File: config.mk
export PLATFORM = sky130hd
export DESIGN_NAME = conv_window_gen
export DESIGN_NICKNAME = d
export VERILOG_FILES = /design/src/rtl/conv_pkg.sv /design/src/rtl/conv_line_buffer.sv /design/src/rtl/conv_window_gen.sv
export SDC_FILE = /design/constraint.sdc
export NUM_CORES = 1
export LEC_CHECK = 0
export ABC_AREA = 1
export CAP_MARGIN = 10
export CELL_PAD_IN_SITES_DETAIL_PLACEMENT = 0
export CELL_PAD_IN_SITES_GLOBAL_PLACEMENT = 1
export CORE_MARGIN = 1
export CORE_UTILIZATION = 42
export CTS_CLUSTER_DIAMETER = 30
export DETAILED_ROUTE_END_ITERATION = 8
export PLACE_DENSITY_LB_ADDON = 0.1
export SLEW_MARGIN = 10
export SYNTH_ARGS = -nofsm -noshare
export SYNTH_HDL_FRONTEND = slang
export SYNTH_HIERARCHICAL = 1
export SYNTH_SLANG_ARGS = --single-unit
File: constraint.sdc
create_clock -name i_clk -period 5.3 [get_ports i_clk]
set_clock_uncertainty 0.15 [all_clocks]
set_input_delay 0.53 -clock i_clk [delete_from_list [all_inputs] [get_ports i_clk]]
set_output_delay 0.53 -clock i_clk [all_outputs]
set_load 0.01 [all_outputs]
File: src/rtl/conv_pkg.sv
// conv_pkg: shared definitions for the 3x3 convolution window generator.
//   DATA_W      default pixel/tap width
//   TAPS        number of taps in a 3x3 window
//   TAP_*       tap indices, k = 3*dr + dc (dr/dc = 0..2 for offsets -1..+1)
//   MASK_*      taps that fall outside the image on each frame edge
//   state_t     window generator control states
//   edge_mask() in-image tap mask for a window centre on the given edges
package conv_pkg;

  localparam int DATA_W = 10;
  localparam int TAPS   = 9;

  localparam int TAP_TL = 0;
  localparam int TAP_T  = 1;
  localparam int TAP_TR = 2;
  localparam int TAP_L  = 3;
  localparam int TAP_C  = 4;
  localparam int TAP_R  = 5;
  localparam int TAP_BL = 6;
  localparam int TAP_B  = 7;
  localparam int TAP_BR = 8;

  localparam logic [TAPS-1:0] MASK_TOP   = 9'h007;
  localparam logic [TAPS-1:0] MASK_BOT   = 9'h1C0;
  localparam logic [TAPS-1:0] MASK_LEFT  = 9'h049;
  localparam logic [TAPS-1:0] MASK_RIGHT = 9'h124;

  typedef enum logic [1:0] {
    ST_IDLE,
    ST_FILL,
    ST_STREAM,
    ST_FLUSH
  } state_t;

  function automatic logic [TAPS-1:0] edge_mask(input logic top, input logic bot,
                                                input logic left, input logic right);
    logic [TAPS-1:0] m;
    m = '1;
    if (top)   m &= ~MASK_TOP;
    if (bot)   m &= ~MASK_BOT;
    if (left)  m &= ~MASK_LEFT;
    if (right) m &= ~MASK_RIGHT;
    return m;
  endfunction

endpackage

File: src/rtl/conv_line_buffer.sv
// conv_line_buffer: circular line buffer acting as a DEPTH-step delay line.
//   Each enabled cycle writes i_din at the write pointer and advances it.
//   o_dout is registered and always holds the oldest entry, i.e. the value
//   written DEPTH enabled cycles ago, ready for the next enabled cycle.
// Ports:
//   i_clk   clock
//   i_rst   asynchronous active-high reset (clears pointer and output)
//   i_en    shift enable
//   i_din   value written this shift
//   o_dout  value written DEPTH shifts earlier
module conv_line_buffer #(
  parameter int DEPTH  = 28,
  parameter int DATA_W = conv_pkg::DATA_W
) (
  input  logic              i_clk,
  input  logic              i_rst,
  input  logic              i_en,
  input  logic [DATA_W-1:0] i_din,
  output logic [DATA_W-1:0] o_dout
);

  localparam int PW = $clog2(DEPTH);
  localparam logic [PW-1:0] PTR_LAST = PW'(DEPTH - 1);

  logic [DATA_W-1:0] mem [DEPTH];
  logic [PW-1:0]     ptr;
  logic [PW-1:0]     ptr_nxt;

  assign ptr_nxt = (ptr == PTR_LAST) ? '0 : ptr + 1'b1;

  // Prefetch the entry after the one being overwritten, so o_dout is the
  // oldest value when the next shift arrives. DEPTH >= 3 keeps ptr_nxt != ptr.
  always_ff @(posedge i_clk or posedge i_rst) begin
    if (i_rst) begin
      ptr    <= '0;
      o_dout <= '0;
    end else if (i_en) begin
      ptr    <= ptr_nxt;
      o_dout <= mem[ptr_nxt];
    end
  end

  // NOTE: the storage array is deliberately not reset; stale entries only
  // ever reach window taps that the edge mask marks as padding.
  always_ff @(posedge i_clk) begin
    if (i_en) mem[ptr] <= i_din;
  end

endmodule

File: src/rtl/conv_window_gen.sv
// conv_window_gen: streaming 3x3 window generator for stride-1 "same" convolution.
//   Every shift pushes one column {row-2, row-1, row} into the 3x3 tap registers;
//   after the shift for stream position p the window is centred on position
//   p-(IMG_W+1). After the last pixel, IMG_W+1 dummy zero columns drain the frame.
// Ports:
//   i_clk     clock
//   i_rst     asynchronous active-high reset
//   i_valid   input pixel valid
//   o_ready   pixel accepted when i_valid & o_ready
//   i_pixel   raster-order input pixel
//   o_valid   o_window/o_mask/o_last valid
//   i_ready   window accepted when o_valid & i_ready
//   o_window  tap k at [k*DATA_W +: DATA_W], k = 3*dr + dc
//   o_mask    bit k set when tap k lies inside the image
//   o_last    marks the window centred on (IMG_H-1, IMG_W-1)
module conv_window_gen #(
  parameter int DATA_W = conv_pkg::DATA_W,
  parameter int IMG_W  = 28,
  parameter int IMG_H  = 28
) (
  input  logic                                 i_clk,
  input  logic                                 i_rst,
  input  logic                                 i_valid,
  output logic                                 o_ready,
  input  logic [DATA_W-1:0]                    i_pixel,
  output logic                                 o_valid,
  input  logic                                 i_ready,
  output logic [conv_pkg::TAPS*DATA_W-1:0]     o_window,
  output logic [conv_pkg::TAPS-1:0]            o_mask,
  output logic                                 o_last
);
  import conv_pkg::*;

  localparam int CW = $clog2(IMG_W);
  localparam int RW = $clog2(IMG_H);
  localparam logic [CW-1:0] COL_LAST = CW'(IMG_W - 1);
  localparam logic [RW-1:0] ROW_LAST = RW'(IMG_H - 1);

  state_t            state;
  state_t            state_nxt;
  logic [RW-1:0]     in_row;
  logic [CW-1:0]     in_col;
  logic [RW-1:0]     out_row;
  logic [CW-1:0]     out_col;
  logic [DATA_W-1:0] taps [TAPS];
  logic [DATA_W-1:0] col_top;
  logic [DATA_W-1:0] col_mid;
  logic [DATA_W-1:0] col_bot;
  logic              slot_free;
  logic              in_acc;
  logic              flush_step;
  logic              step;
  logic              produce;

  // The output register may be overwritten only when empty or being consumed;
  // a shift always overwrites it, so input is throttled on the same condition.
  assign slot_free = !o_valid || i_ready;
  assign o_ready   = !i_rst && (state != ST_FLUSH) && slot_free;
  assign in_acc    = i_valid && o_ready;
  assign step      = in_acc || flush_step;
  assign col_bot   = in_acc ? i_pixel : '0;

  // Two chained delay lines give the same column one and two rows earlier.
  conv_line_buffer #(.DEPTH(IMG_W), .DATA_W(DATA_W)) u_lb_mid (
    .i_clk  (i_clk),
    .i_rst  (i_rst),
    .i_en   (step),
    .i_din  (col_bot),
    .o_dout (col_mid)
  );

  conv_line_buffer #(.DEPTH(IMG_W), .DATA_W(DATA_W)) u_lb_top (
    .i_clk  (i_clk),
    .i_rst  (i_rst),
    .i_en   (step),
    .i_din  (col_mid),
    .o_dout (col_top)
  );

  always_ff @(posedge i_clk or posedge i_rst) begin
    if (i_rst) state <= ST_IDLE;
    else       state <= state_nxt;
  end

  // NOTE: every signal driven here gets a default first, so no path leaves
  // one unassigned and no latch is inferred.
  always_comb begin
    state_nxt  = state;
    produce    = 1'b0;
    flush_step = 1'b0;
    unique case (state)
      ST_IDLE: begin
        if (in_acc) state_nxt = ST_FILL;
      end
      ST_FILL: begin
        // Pixel (1,1) completes window (0,0).
        if (in_acc && in_row == RW'(1) && in_col == CW'(1)) begin
          produce   = 1'b1;
          state_nxt = ST_STREAM;
        end
      end
      ST_STREAM: begin
        produce = in_acc;
        if (in_acc && in_row == ROW_LAST && in_col == COL_LAST) state_nxt = ST_FLUSH;
      end
      ST_FLUSH: begin
        // Keep shifting dummy columns until the last window sits in the output.
        flush_step = slot_free && !(o_valid && o_last);
        produce    = flush_step;
        if (o_valid && o_last && i_ready) state_nxt = ST_IDLE;
      end
      default: state_nxt = ST_IDLE;
    endcase
  end

  // NOTE: sequential state uses non-blocking assignments so every register
  // samples pre-edge values, making the tap shift order-independent.
  always_ff @(posedge i_clk or posedge i_rst) begin
    if (i_rst) begin
      in_row  <= '0;
      in_col  <= '0;
      out_row <= '0;
      out_col <= '0;
      o_valid <= 1'b0;
      o_mask  <= '0;
      o_last  <= 1'b0;
      for (int k = 0; k < TAPS; k++) taps[k] <= '0;
    end else begin
      if (in_acc) begin
        if (in_col == COL_LAST) begin
          in_col <= '0;
          in_row <= (in_row == ROW_LAST) ? '0 : in_row + 1'b1;
        end else begin
          in_col <= in_col + 1'b1;
        end
      end

      if (step) begin
        taps[TAP_TL] <= taps[TAP_T];
        taps[TAP_T]  <= taps[TAP_TR];
        taps[TAP_TR] <= col_top;
        taps[TAP_L]  <= taps[TAP_C];
        taps[TAP_C]  <= taps[TAP_R];
        taps[TAP_R]  <= col_mid;
        taps[TAP_BL] <= taps[TAP_B];
        taps[TAP_B]  <= taps[TAP_BR];
        taps[TAP_BR] <= col_bot;

        o_valid <= produce;
        if (produce) begin
          // The column shifted in on the right edge wraps from the next row;
          // the right-edge mask hides it.
          o_mask <= edge_mask(out_row == '0, out_row == ROW_LAST,
                              out_col == '0, out_col == COL_LAST);
          o_last <= (out_row == ROW_LAST) && (out_col == COL_LAST);
          if (out_col == COL_LAST) begin
            out_col <= '0;
            out_row <= (out_row == ROW_LAST) ? '0 : out_row + 1'b1;
          end else begin
            out_col <= out_col + 1'b1;
          end
        end
      end else if (i_ready) begin
        o_valid <= 1'b0;
      end
    end
  end

  always_comb begin
    o_window = '0;
    for (int k = 0; k < TAPS; k++) o_window[k*DATA_W +: DATA_W] = taps[k];
  end

endmodule

==> results_dict.tcl <==
set metrics [dict create \
    slew_violations 0 \
    critPathSlowestCell "inv_1" \
    route.met3.wl_um 4260 \
    rsz0062_at_grt "no" \
    avgSynthCellArea_um2 11.2 \
    track_usage 0.228 \
    maxCapViolations 0 \
    cts_buffers 151 \
    status "complete, no violations" \
    max_slew_margin 0.236 \
    gr-total-overflow 0 \
    hp-start "i_pixel[2]" \
    fill_cells 6121 \
    nNetsFinal 2860 \
    die_width_um 269 \
    synth_mux_area_frac 0.0113 \
    yosys.area_share.adder 0.00876 \
    grt_max_degree 173 \
    ys_warn_count 6 \
    synth_edf_count 560 \
    crit_family "buffers and inverters" \
    hold_path_class "input pin to flip-flop" \
    p_leak_nw 14.6 \
    antenna_cells 0 \
    r2r_end "u_lb_top/o_dout[2]" \
    cp_data_required_time_ps 5790 \
    cp_max_fo 172 \
    port_buffers 115 \
    grt_pass1_vias 20100 \
    drc 0 \
    ctsHoldBuffers 0 \
    ir_drop_mv 0.624 \
    hold_depth 3 \
    initial_core_util 0.426 \
    ios 116 \
    yosys.area_share.xor_xnor 0.00234 \
    place_ws_ps 1150 \
    synth_top_family_by_area "simple AND/OR/NAND/NOR gates" \
    reg2reg_depth 10 \
    dieArea_mm2 0.0725 \
    totalWireLength_um 81500 \
    drtPass1Iterations 6 \
    place_hpwl_um 49400 \
    fin_crit_sh 0.673 \
    dr.first_iter.drc_count 1791 \
    cts_setup_buffers 0 \
    slowest_delay_ps 690 \
    h-tree-depth 4 \
    clkTransAtPathRegs_ps 50 \
    async_flop_share 0.215 \
    clock-sinks 713 \
    final_common_cell "edfxtp_1" \
    drtAntennaViolNets 0 \
    critPathKind "flip-flop to flip-flop" \
    crit_buf_inv 3 \
    post_drt_wl_per_cell_um 20.9 \
    min_to "o_window[82]" \
    cp.arrival_ps 4060 \
    seq_area_frac_synth 0.689 \
    yosys_register_bits 713 \
    synth-main-ff-cell "edfxtp_1" \
    globalplace.congestion 0.813 \
    cts_tree "built" \
    synth_area_mm2 0.0300 \
    core_area_mm2 0.0704 \
    cts_root_buffer "clkbuf_16" \
    worstReg2RegStart "u_lb_top/ptr[0]" \
    fin_tns_setup_ps 0 \
    syn_nets 2701 \
    setup_viol 0 \
    final_cells 3894 \
    min_period_ps 3570 \
    path_cells "inv_1 > nand2_8 > inv_1 > buf_4 > o21ai_0 > o22ai_1 > nand2_1 > nand2_1 > nand2_1 > nand3_1" \
    areaGrowthSynthToFinish_pct 23.2 \
    clk_latency_ps 710 \
    worst_path_most_repeated_cell "nand2_1" \
    max_freq_mhz 280 \
    rrSetupSlack_ps 1730 \
    tightest_slew_ps 1140 \
    fin_ws_ps 1730 \
    cts_buffer_depth 3 \
    hold_viol 0 \
    layout_common_cells "edfxtp_1, nand2_1, nand3_1" \
    start_kind "flip-flop" \
    viasPerCell 5.18 \
    powerDensity_mw_per_mm2 692 \
    ctsResizeCount 0 \
    yosys.area_share.simple 0.158 \
    met2_wirelength_um 39700 \
    drive_gt1_frac 0.129 \
    antenna_found_initial 0 \
    placed_cells 3612 \
    synthCells 2666 \
    die_y_um 269 \
    rows 97 \
    crit_path_end_kind "flip-flop" \
    synth_compound_area_frac 0.0688 \
    wl_met1_um 35200 \
    grt_first_pass_wirelength_um 124000 \
    highest_layer "met4" \
    vias 20200 \
    ys_types 37 \
]
[worst max-delay path by stage]
stage | start | to | slack (ps) | cells after the start
6_report | u_lb_top/ptr[0] | u_lb_top/o_dout[2] | 1730 | 10
5_1_grt | u_lb_top/ptr[0] | u_lb_top/o_dout[6] | 1450 | 10
3_5_place_dp | i_rst | u_lb_top/mem[24][9] | 1150 | 7
4_1_cts | state[0] | u_lb_top/mem[2][7] | 1670 | 7
3_3_place_gp | i_rst | u_lb_top/mem[24][1] | 1250 | 7
2_1_floorplan | i_rst | in_col[0] | 1350 | 1
[worst min-delay path, delay by kind of cell]
family	cells	cell delay, ps
AO/OA/AOI/OAI	1	90
buffers and inverters	2	480
[cells by family after synthesis]
| kind of cell | Yosys count |
|---|---|
| AO/OA/AOI/OAI | 375 |
| XOR/XNOR | 8 |
| adder cells (fa/ha/maj) | 21 |
| buffers and inverters | 437 |
| flip-flops | 713 |
| multiplexers | 30 |
| AND/OR/NAND/NOR | 1082 |
[stage by stage]
stage	util	hold WS [ps]	area, µm²	power (W)
floorplan	-	281	30000	0.0131
global placement	0.453	297	31900	0.0164
detailed placement	0.453	303	31900	0.0164
CTS	0.525	251	36900	0.0257
global route	0.525	278	36900	0.0269
finish	0.525	299	36900	0.0256
[where the power goes]
group,internal [W],switching [W],total (W)
sequential,0.00713,0.000941,0.00807
clock,0.00610,0.00309,0.00919
combinational,0.00268,0.00562,0.00830
[routing by layer]
| metal | vias up | global-route usage |
|---|---|---|
| met1 | 9846 | 0.299 |
| met2 | 633 | 0.374 |
| met5 | - | 0 |
| met3 | 162 | 0.0423 |
| li1 | 9515 | - |
| met4 | 0 | 0.0902 |
[cells in the mapped netlist (18+ instances only)]
master | n | area, µm²
a21oi_1 | 126 | 631
buf_1 | 18 | 67.6
buf_2 | 41 | 205
clkbuf_1 | 45 | 169
dfrtp_1 | 153 | 3830
edfxtp_1 | 560 | 16800
ha_1 | 21 | 263
inv_1 | 292 | 1100
mux2_2 | 30 | 338
nand2_1 | 554 | 2080
nand3_1 | 303 | 1520
nand3b_1 | 23 | 173
nor2_1 | 153 | 574
o211ai_1 | 51 | 383
o21ai_0 | 132 | 661
o21ai_1 | 33 | 165
o22ai_1 | 25 | 156
or2_2 | 18 | 113
[cell type report]
| cell class | count | area, µm² | area share |
|---|---|---|---|
| Clock buffer | 174 | 3950 | 0.107 |
| Inverter | 300 | 1130 | 0.0305 |
| Multi-Input combinational cell | 1516 | 7530 | 0.204 |
| Tap cell | 940 | 1180 | 0.0318 |
| Sequential cell | 713 | 20700 | 0.559 |
| Clock inverter | 108 | 1150 | 0.0311 |
| Timing Repair Buffer | 143 | 1360 | 0.0368 |
[registers in the layout, summed over array words and instances, names as in the netlist, 2 cells and up]
name,count
in_row,5
u_lb_top/ptr,5
u_lb_mid/mem,280
out_row,5
in_col,5
o_window,90
u_lb_top/o_dout,10
u_lb_top/mem,280
u_lb_mid/o_dout,10
u_lb_mid/ptr,5
o_mask,9
out_col,5
state,2
No activity file was read; power rests on OpenSTA's default activity.
